**src/rtl/bitty_pkg.sv**
```systemverilog
// Shared definitions for the BittyPro execute controller: instruction formats,
// FSM encoding and instruction field positions.
package bitty_pkg;

  localparam int DATA_W   = 16;
  localparam int NUM_REGS = 8;
  localparam int REG_AW   = 3;

  localparam logic [1:0] FMT_ALU = 2'b00;
  localparam logic [1:0] FMT_LDI = 2'b01;
  localparam logic [1:0] FMT_CMP = 2'b10;
  localparam logic [1:0] FMT_NOP = 2'b11;

  localparam int RX_LSB   = 13;
  localparam int RY_LSB   = 10;
  localparam int MODE_BIT = 9;
  localparam int SEL_LSB  = 5;
  localparam int IMM_LSB  = 5;
  localparam int IMM_W    = 8;
  localparam int CIN_BIT  = 4;
  localparam int RSV_LSB  = 2;
  localparam int FMT_LSB  = 0;

  typedef enum logic [1:0] {
    ST_IDLE   = 2'd0,
    ST_DECODE = 2'd1,
    ST_EXEC   = 2'd2,
    ST_WB     = 2'd3
  } state_e;

  function automatic logic fmt_uses_alu(input logic [1:0] fmt);
    return (fmt == FMT_ALU) || (fmt == FMT_CMP);
  endfunction

endpackage

```
**src/rtl/bitty_regfile.sv**
```systemverilog
// 8x16 register file: two capture-on-enable read ports, one combinational debug
// port, one write port. Capture takes one edge; never stalls; async clear.
module bitty_regfile
  import bitty_pkg::*;
(
  input  logic              clk,
  input  logic              rst_n,
  input  logic              rd_en,
  input  logic [REG_AW-1:0] rd_addr_a,
  input  logic [REG_AW-1:0] rd_addr_b,
  output logic [DATA_W-1:0] rd_data_a,
  output logic [DATA_W-1:0] rd_data_b,
  input  logic              wr_en,
  input  logic [REG_AW-1:0] wr_addr,
  input  logic [DATA_W-1:0] wr_data,
  input  logic [REG_AW-1:0] dbg_addr,
  output logic [DATA_W-1:0] dbg_data
);

  logic [NUM_REGS-1:0][DATA_W-1:0] regs_q, regs_d;
  logic [DATA_W-1:0]               rd_a_q, rd_a_d;
  logic [DATA_W-1:0]               rd_b_q, rd_b_d;

  always_comb begin
    regs_d = regs_q;
    if (wr_en) regs_d[wr_addr] = wr_data;
    // Captured operands hold so the ALU inputs stay put outside EXEC.
    rd_a_d = rd_en ? regs_q[rd_addr_a] : rd_a_q;
    rd_b_d = rd_en ? regs_q[rd_addr_b] : rd_b_q;
  end

  always_ff @(posedge clk or negedge rst_n) begin
    if (!rst_n) begin
      regs_q <= '0;
      rd_a_q <= '0;
      rd_b_q <= '0;
    end else begin
      regs_q <= regs_d;
      rd_a_q <= rd_a_d;
      rd_b_q <= rd_b_d;
    end
  end

  assign rd_data_a = rd_a_q;
  assign rd_data_b = rd_b_q;
  assign dbg_data  = regs_q[dbg_addr];

endmodule

```
**src/rtl/bitty_exec_ctrl.sv**
```systemverilog
// Execute controller for the BittyPro ALU: done 3 edges after accept (ALU/CMP) or 2 (LDI/NOP);
// one instruction in flight, instr_ready low while busy. BITTY_EXEC_CARRY_CHAIN_EN gates cin with carry_flag.
module bitty_exec_ctrl
  import bitty_pkg::*;
(
  input  logic              clk,
  input  logic              rst_n,
  input  logic [DATA_W-1:0] instr,
  input  logic              instr_valid,
  output logic              instr_ready,
  output logic [DATA_W-1:0] alu_in_a,
  output logic [DATA_W-1:0] alu_in_b,
  output logic [3:0]        alu_select,
  output logic              alu_mode,
  output logic              alu_carry_in,
  input  logic [DATA_W-1:0] alu_result,
  input  logic              alu_carry_out,
  input  logic              alu_compare,
  output logic              done,
  output logic              busy,
  output logic              carry_flag,
  output logic              cmp_flag,
  input  logic [REG_AW-1:0] dbg_rd_addr,
  output logic [DATA_W-1:0] dbg_rd_data
);

  state_e            state_q, state_d;
  logic [DATA_W-1:0] instr_q, instr_d;
  logic [3:0]        sel_q, sel_d;
  logic              mode_q, mode_d;
  logic              cin_q, cin_d;
  logic [DATA_W-1:0] res_q, res_d;
  logic              res_carry_q, res_carry_d;
  logic              res_cmp_q, res_cmp_d;
  logic              carry_flag_q, carry_flag_d;
  logic              cmp_flag_q, cmp_flag_d;
  logic              done_q, done_d;
  logic              busy_q, busy_d;
  logic              instr_ready_q, instr_ready_d;

  logic [1:0]        fmt;
  logic              rf_rd_en;
  logic              rf_wr_en;
  logic [DATA_W-1:0] rf_wr_data;
  logic              unused_rsvd;

  assign fmt         = instr_q[FMT_LSB +: 2];
  assign unused_rsvd = ^instr_q[RSV_LSB +: 2];

  always_comb begin
    state_d      = state_q;
    instr_d      = instr_q;
    sel_d        = sel_q;
    mode_d       = mode_q;
    cin_d        = cin_q;
    res_d        = res_q;
    res_carry_d  = res_carry_q;
    res_cmp_d    = res_cmp_q;
    carry_flag_d = carry_flag_q;
    cmp_flag_d   = cmp_flag_q;
    rf_rd_en     = 1'b0;
    rf_wr_en     = 1'b0;
    case (state_q)
      ST_IDLE: begin
        if (instr_valid) begin
          instr_d = instr;
          state_d = ST_DECODE;
        end
      end
      ST_DECODE: begin
        if (fmt_uses_alu(fmt)) begin
          rf_rd_en = 1'b1;
          sel_d    = instr_q[SEL_LSB +: 4];
          mode_d   = instr_q[MODE_BIT];
`ifdef BITTY_EXEC_CARRY_CHAIN_EN
          cin_d    = instr_q[CIN_BIT] & carry_flag_q;
`else
          cin_d    = instr_q[CIN_BIT];
`endif
          state_d  = ST_EXEC;
        end else begin
          state_d  = ST_WB;
        end
      end
      ST_EXEC: begin
        res_d       = alu_result;
        res_carry_d = alu_carry_out;
        res_cmp_d   = alu_compare;
        state_d     = ST_WB;
      end
      ST_WB: begin
        case (fmt)
          FMT_ALU: begin
            rf_wr_en     = 1'b1;
            carry_flag_d = res_carry_q;
            cmp_flag_d   = res_cmp_q;
          end
          FMT_CMP: begin
            carry_flag_d = res_carry_q;
            cmp_flag_d   = res_cmp_q;
          end
          FMT_LDI: rf_wr_en = 1'b1;
          default: ;
        endcase
        state_d = ST_IDLE;
      end
      default: state_d = ST_IDLE;
    endcase
    // Status outputs are registered from the next state so they line up with it.
    done_d        = (state_d == ST_WB);
    busy_d        = (state_d != ST_IDLE);
    instr_ready_d = (state_d == ST_IDLE);
  end

  assign rf_wr_data = (fmt == FMT_LDI) ?
                      {{(DATA_W-IMM_W){1'b0}}, instr_q[IMM_LSB +: IMM_W]} : res_q;

  always_ff @(posedge clk or negedge rst_n) begin
    if (!rst_n) begin
      state_q       <= ST_IDLE;
      instr_q       <= '0;
      sel_q         <= '0;
      mode_q        <= 1'b0;
      cin_q         <= 1'b0;
      res_q         <= '0;
      res_carry_q   <= 1'b0;
      res_cmp_q     <= 1'b0;
      carry_flag_q  <= 1'b0;
      cmp_flag_q    <= 1'b0;
      done_q        <= 1'b0;
      busy_q        <= 1'b0;
      instr_ready_q <= 1'b1;
    end else begin
      state_q       <= state_d;
      instr_q       <= instr_d;
      sel_q         <= sel_d;
      mode_q        <= mode_d;
      cin_q         <= cin_d;
      res_q         <= res_d;
      res_carry_q   <= res_carry_d;
      res_cmp_q     <= res_cmp_d;
      carry_flag_q  <= carry_flag_d;
      cmp_flag_q    <= cmp_flag_d;
      done_q        <= done_d;
      busy_q        <= busy_d;
      instr_ready_q <= instr_ready_d;
    end
  end

  bitty_regfile u_regfile (
    .clk       (clk),
    .rst_n     (rst_n),
    .rd_en     (rf_rd_en),
    .rd_addr_a (instr_q[RX_LSB +: REG_AW]),
    .rd_addr_b (instr_q[RY_LSB +: REG_AW]),
    .rd_data_a (alu_in_a),
    .rd_data_b (alu_in_b),
    .wr_en     (rf_wr_en),
    .wr_addr   (instr_q[RX_LSB +: REG_AW]),
    .wr_data   (rf_wr_data),
    .dbg_addr  (dbg_rd_addr),
    .dbg_data  (dbg_rd_data)
  );

  assign alu_select   = sel_q;
  assign alu_mode     = mode_q;
  assign alu_carry_in = cin_q;
  assign done         = done_q;
  assign busy         = busy_q;
  assign instr_ready  = instr_ready_q;
  assign carry_flag   = carry_flag_q;
  assign cmp_flag     = cmp_flag_q;

endmodule
```
**config.mk**
```make
export PLATFORM = sky130hd
export DESIGN_NAME = bitty_exec_ctrl
export DESIGN_NICKNAME = d
export VERILOG_FILES = /design/src/rtl/bitty_pkg.sv /design/src/rtl/bitty_regfile.sv /design/src/rtl/bitty_exec_ctrl.sv
export SDC_FILE = /design/constraint.sdc
export NUM_CORES = 1
export LEC_CHECK = 0
export ABC_AREA = 0
export CAP_MARGIN = 40
export CORE_UTILIZATION = 50
export DETAILED_ROUTE_END_ITERATION = 8
export PLACE_DENSITY = 0.7
export SKIP_CTS_REPAIR_TIMING = 1
export SLEW_MARGIN = 20
export SYNTH_ARGS = -nofsm -noshare
export SYNTH_HDL_FRONTEND = slang
export SYNTH_HIERARCHICAL = 1
export SYNTH_SLANG_ARGS = --single-unit
```
**constraint.sdc**
```tcl
create_clock -name clk -period 2.3 [get_ports clk]
set_input_delay 0.575 -clock clk [delete_from_list [all_inputs] [get_ports clk]]
set_output_delay 0.575 -clock clk [all_outputs]
set_load 0.02 [all_outputs]
```
; Word-level counts from Yosys, hierarchy flattened
; Cells that the tools add are included.
[totals]
ff_bits = 207
inputBits = 40
output_inout_bits = 59
wordCells = 61
[op_classes]
n_lt_le_gt_ge = 4
n_eq_ne = 6
mux = 17
n_reduce_logical = 11
[ops]
columns = op, n
row1 = binary-select mux 16 bit (select 3 bit), 3
row2 = bitwise mux 128 bit, 1
row3 = 2-to-1 mux 16 bit, 5
row4 = demux 16 bit (select 3 bit), 1
row5 = < comparator 3 x 4 -> 1 bit (second input constant), 3
row6 = equality test 2 bit (second input constant), 4
row7 = one-hot mux 2 bit (4 select lines), 1
row8 = zero test 2 bit, 3
row9 = AND reduction 2 bit, 3
row10 = 2-to-1 mux 1 bit, 5
row11 = equality test 2 x 1 -> 1 bit (second input constant), 2
row12 = OR reduction 2 bit, 2
row13 = >= comparator 3 x 1 -> 1 bit (second input constant), 1
row14 = 2-to-1 mux 2 bit, 1
row15 = nonzero test 2 bit, 1
row16 = logical AND 1 bit, 1
row17 = logical OR 1 bit, 1

; Logic depth before layout (Yosys ltp)
; Gate-level depths: netlist of the first run.
[logic_depth]
word_depth = 5
ltp_mapped = 9

; Hierarchy
; Netlist of the first run, hierarchy kept.
[modules_own_cells]
columns = module, n_inst, cells_each, area_each_um2, seq_area_each_um2
row1 = bitty_regfile, 1, 704, 9367.7, 4003.8
row2 = bitty_exec_ctrl, 1, 126, 1954.4, 1127.3

; Worst setup path after synthesis of the first run
; No wires, ideal clock.
[synth_path]
path_kind = input to output
from = in dbg_rd_addr[0]
to = out dbg_rd_data[0]
t_arrival_ns = 1.684
t_required_ns = 1.725
setup_slack_ns = 0.041
stages = 4
cell_sequence = buf_6 > buf_6 > mux4_1 > mux2_2
[synth_between]
elab_chain_cells = 2
[synth_rtl]
columns = item, line
row1 = start: declaration, bitty_exec_ctrl.sv:23  ; input logic [REG_AW-1:0] dbg_rd_addr,
row2 = binary-select mux 16 bit (select 3 bit), bitty_regfile.sv:46  ; assign dbg_data = regs_q[dbg_addr];
row3 = 2-to-1 mux 16 bit (not written as such), bitty_regfile.sv:46
row4 = end: declaration, bitty_exec_ctrl.sv:24  ; output logic [DATA_W-1:0] dbg_rd_data
; No other way between the ends. The select of a mux whose other input is x is not followed.

; Worst setup path after layout of the first run
[layout_path]
from = in dbg_rd_addr[0]
to = out dbg_rd_data[15]
; The elaborated chain is that of the path after synthesis.

==> out/qor.csv, run 1 <==
stage,metric,value,unit
drt,DR vias/cell,6.11,
global_routing,vias in the first global route,8780,
power_and_ir_drop,Net Sw Frac,0.378,
drt,"wirelength, routed",33700,um
cts,H-Tree Depth,1,
synthesis,top-count cell post-synth,dfrtp_1,
synthesis,syn nets,875,
floorplanning,die area,0.0233,mm^2
synthesis,async set or reset register ratio after synthesis,1.00,
setup_path,worst r2r path cells,6,
floorplanning,Starting Density,0.514,
timing,RSZ-0062 raised after global routing,true,
outcome,violated checks,negative setup slack,
power_and_ir_drop,Power per Cell Area,1590,mW/mm^2
drt,Detailed Routing Iterations Pass 1,7,
cts,clk root buf,clkbuf_16,
synthesis,synth unique cells,36,
setup_path,Crit Path Category,in2out,
global_routing,Congestion Overflow GR,0,
setup_path,Critical Path RT,1.73,ns
drt,post-route ant nets,0,
timing,Layout Skew,0.00981,ns
placed_design,IO buf count,96,
setup_path,CP Launch Type,primary input,
drt,wire per inst,24.9,um
synthesis,Ys Warns,6,
global_routing,GRT Overall Usage,0.287,
power_and_ir_drop,Sequential Power Share,0.290,
cts,clk slew on worst S/H paths,0.06,ns
timing,period utilization,1.05,
layout,fin util,0.661,
layout,antenna diode count,0,
floorplanning,Die Height,152,um
global_routing,first-pass GRT wire length,51200,um
cts,CTS tree,done,
cts,CTS max path bufs,3,
synthesis,Main synth FF type,dfrtp_1,
setup_path,"Max FO, Critical Path",8,
synthesis,"Avg Cell Area, Syn",13.6,um^2
power_and_ir_drop,VDD IR-drop max,0.841,mV
layout,Final Non-Filler Cells,1355,
timing,Max Clk Rate,415,MHz
cts,Num CTS Buffers,24,
timing,"Slew Viols, Final",0,
power_and_ir_drop,combinational group share of total power,0.529,
layout,Layout Nets,1102,
cts,CTS Sinks,205,
global_routing,largest net degree at the start of global routing,65,
floorplanning,Die X,152,um
min_path,path type of the worst min-delay path,in2async,
cts,latest clock arrival within the worst-skew pair,0.52,ns
layout,Finished Cell Area,0.0146,mm^2
synthesis,Post-synth top cells,"204 x dfrtp_1, 186 x mux2_2, 96 x mux2i_1",
drt,Post-route DRC,0,
synthesis,"top cells by area, synth","dfrtp_1 45%, mux2_2 18%, mux2i_1 8.5%",
global_routing,initial antenna violation count,0,
layout,share of layout cells above drive strength 1,0.440,
synthesis,Post-synth EDFFs,0,
setup_path,Reg2Reg Setup Slack,0.25,ns
setup_path,Critical R2R Capture,u_regfile/regs_q[122],
setup_path,CP Capture Type,output pin,
timing,post-route worst setup slack,-0.112,ns
power_and_ir_drop,Leak Pwr,6.98,nW
synthesis,Synth area leader,dfrtp_1,
synthesis,post-synthesis register bit count,205,
drt,via count,8278,
timing,"Hold Violations, Final",0,
power_and_ir_drop,P_int,14.4,mW
timing,Least-Margin Pin Slew,0.686,ns
timing,WHS,0.00309,ns
floorplanning,Rows,54,
placed_design,Placed Cells,1277,
synthesis,share of the synthesized area in the top cell type,0.451,
power_and_ir_drop,NetSw,8.74,mW
layout,Area Overhead vs Synth,28.7,%
placed_design,"Cell Area, Placed",0.0134,mm^2
timing,setup violators final,16,
floorplanning,core area,0.0220,mm^2
drt,iteration-0 DRC count of the detailed router,635,
placed_design,Final GP Congestion,0.873,
outcome,status,"finished, violations left",
timing,Slew HR,0.542,
placed_design,HPWL after DPL,21400,um
synthesis,mapped cell area,0.0113,mm^2
job,Max Cap Viol,0,
setup_path,critical path arrival,1.84,ns
setup_path,reg2reg start,state_q[0],
synthesis,sequential fraction of the synthesis area,0.453,
floorplanning,I/O Pins,99,
timing,minimum clock period,2.41,ns
synthesis,Cells after Synth,830,
power_and_ir_drop,Clk pwr share,0.182,
[power groups by stage]
stage                     sequential [mW]  combinational (mW)  clock [mW]
final                                6.69                12.2        4.19
after global routing                 6.84                12.9        4.42
after CTS                            6.66                11.5        4.29
after detailed placement             6.69                11.4           0
after global placement               6.58                11.1           0
after floorplan                      6.70                6.82           0
[worst max-delay path by stage]
stage | startpoint | to | slack [ns] | cells after the start
after floorplan | dbg_rd_addr[0] | dbg_rd_data[0] | 0.04 | 4
after global routing | u_regfile/regs_q[117] | dbg_rd_data[5] | -0.16 | 3
after detailed placement | dbg_rd_addr[1] | dbg_rd_data[15] | -0.79 | 5
after global placement | dbg_rd_addr[1] | dbg_rd_data[15] | -0.78 | 5
after CTS | dbg_rd_addr[1] | dbg_rd_data[15] | -0.80 | 5
final | dbg_rd_addr[0] | dbg_rd_data[15] | -0.11 | 5
[critical path, cell delays in order]
cell and delay (ns):
buf_12 0.12, clkbuf_16 0.18, mux4_2 0.49, mux2_4 0.32
buf_6 0.14
[metrics by stage]
step	power, mW	setup slack [ns]	TNS [ns]
floorplan	13.5	0.0414	0
global route	24.2	-0.159	-2.02
global placement	17.7	-0.775	-11.66
CTS	22.4	-0.799	-12.20
detailed placement	18.1	-0.792	-12.12
finish	23.1	-0.112	-1.46
[state kept, by name, summed over array words and instances (netlist names)]
register and count:
u_regfile/rd_data_a 16, state_q 2, res_carry_q 1, alu_mode 1, alu_carry_in 1, carry_flag 1
u_regfile/rd_data_b 16, done 1, res_q 16, res_cmp_q 1, instr_ready 1, alu_select 4
instr_q 14, busy 1, u_regfile/regs_q 128, cmp_flag 1
[area by class of cell]
cell class	count	area (um^2)
clock inverters	13	194
inverters	3	11.3
well taps	280	350
clock buffers	31	688
flip-flops and latches	205	5140
repair buffers	270	2480
fillers	1652	7460
multi-input cells	553	5710
[layout by cell type, fill, tap and decap left out, types with 7 or more instances in the layout]
cell | netlist | final
mux2_4 | 6 | 21
clkdlybuf4s50_1 | 0 | 77
mux4_2 | 8 | 31
buf_6 | 12 | 18
and2_1 | 9 | 9
mux2i_1 | 96 | 96
buf_12 | 0 | 11
buf_4 | 14 | 159
clkinv_2 | 0 | 7
mux2_2 | 186 | 171
clkbuf_16 | 0 | 28
a22oi_1 | 32 | 32
nor2b_1 | 67 | 67
dfrtp_1 | 204 | 202
nand3_1 | 32 | 32
a211o_1 | 33 | 33
a41o_1 | 32 | 32
[cells by family (layout without fill, tap and decap cells)]
group / Yosys count / count (layout) / synth area share
buffers and inverters: 72 / 317 / 0.0402
AOI/OAI and AO/OA: 99 / 99 / 0.0761
and+or+nand+nor: 129 / 129 / 0.0755
DFF: 205 / 205 / 0.453
adders and majority gates: 5 / 5 / 0.00553
muxes: 320 / 320 / 0.349
[routing by layer]
layer  vias up  global-route usage  wire length [um]
met5         -                   0                 0
met4         0              0.0765               856
met3        62              0.0458              2090
met2       333               0.494             16400
met1      4278               0.379             14400
li1       3605                   -                 -
(Power assumes the default switching activity.)
==> inputs of run 2 (changes only) <==
Settings changed: SLEW_MARGIN 20 to not set.
==> results of run 2 <==
Same layout as run 1: the final DEF is identical, and so are final timing and power.
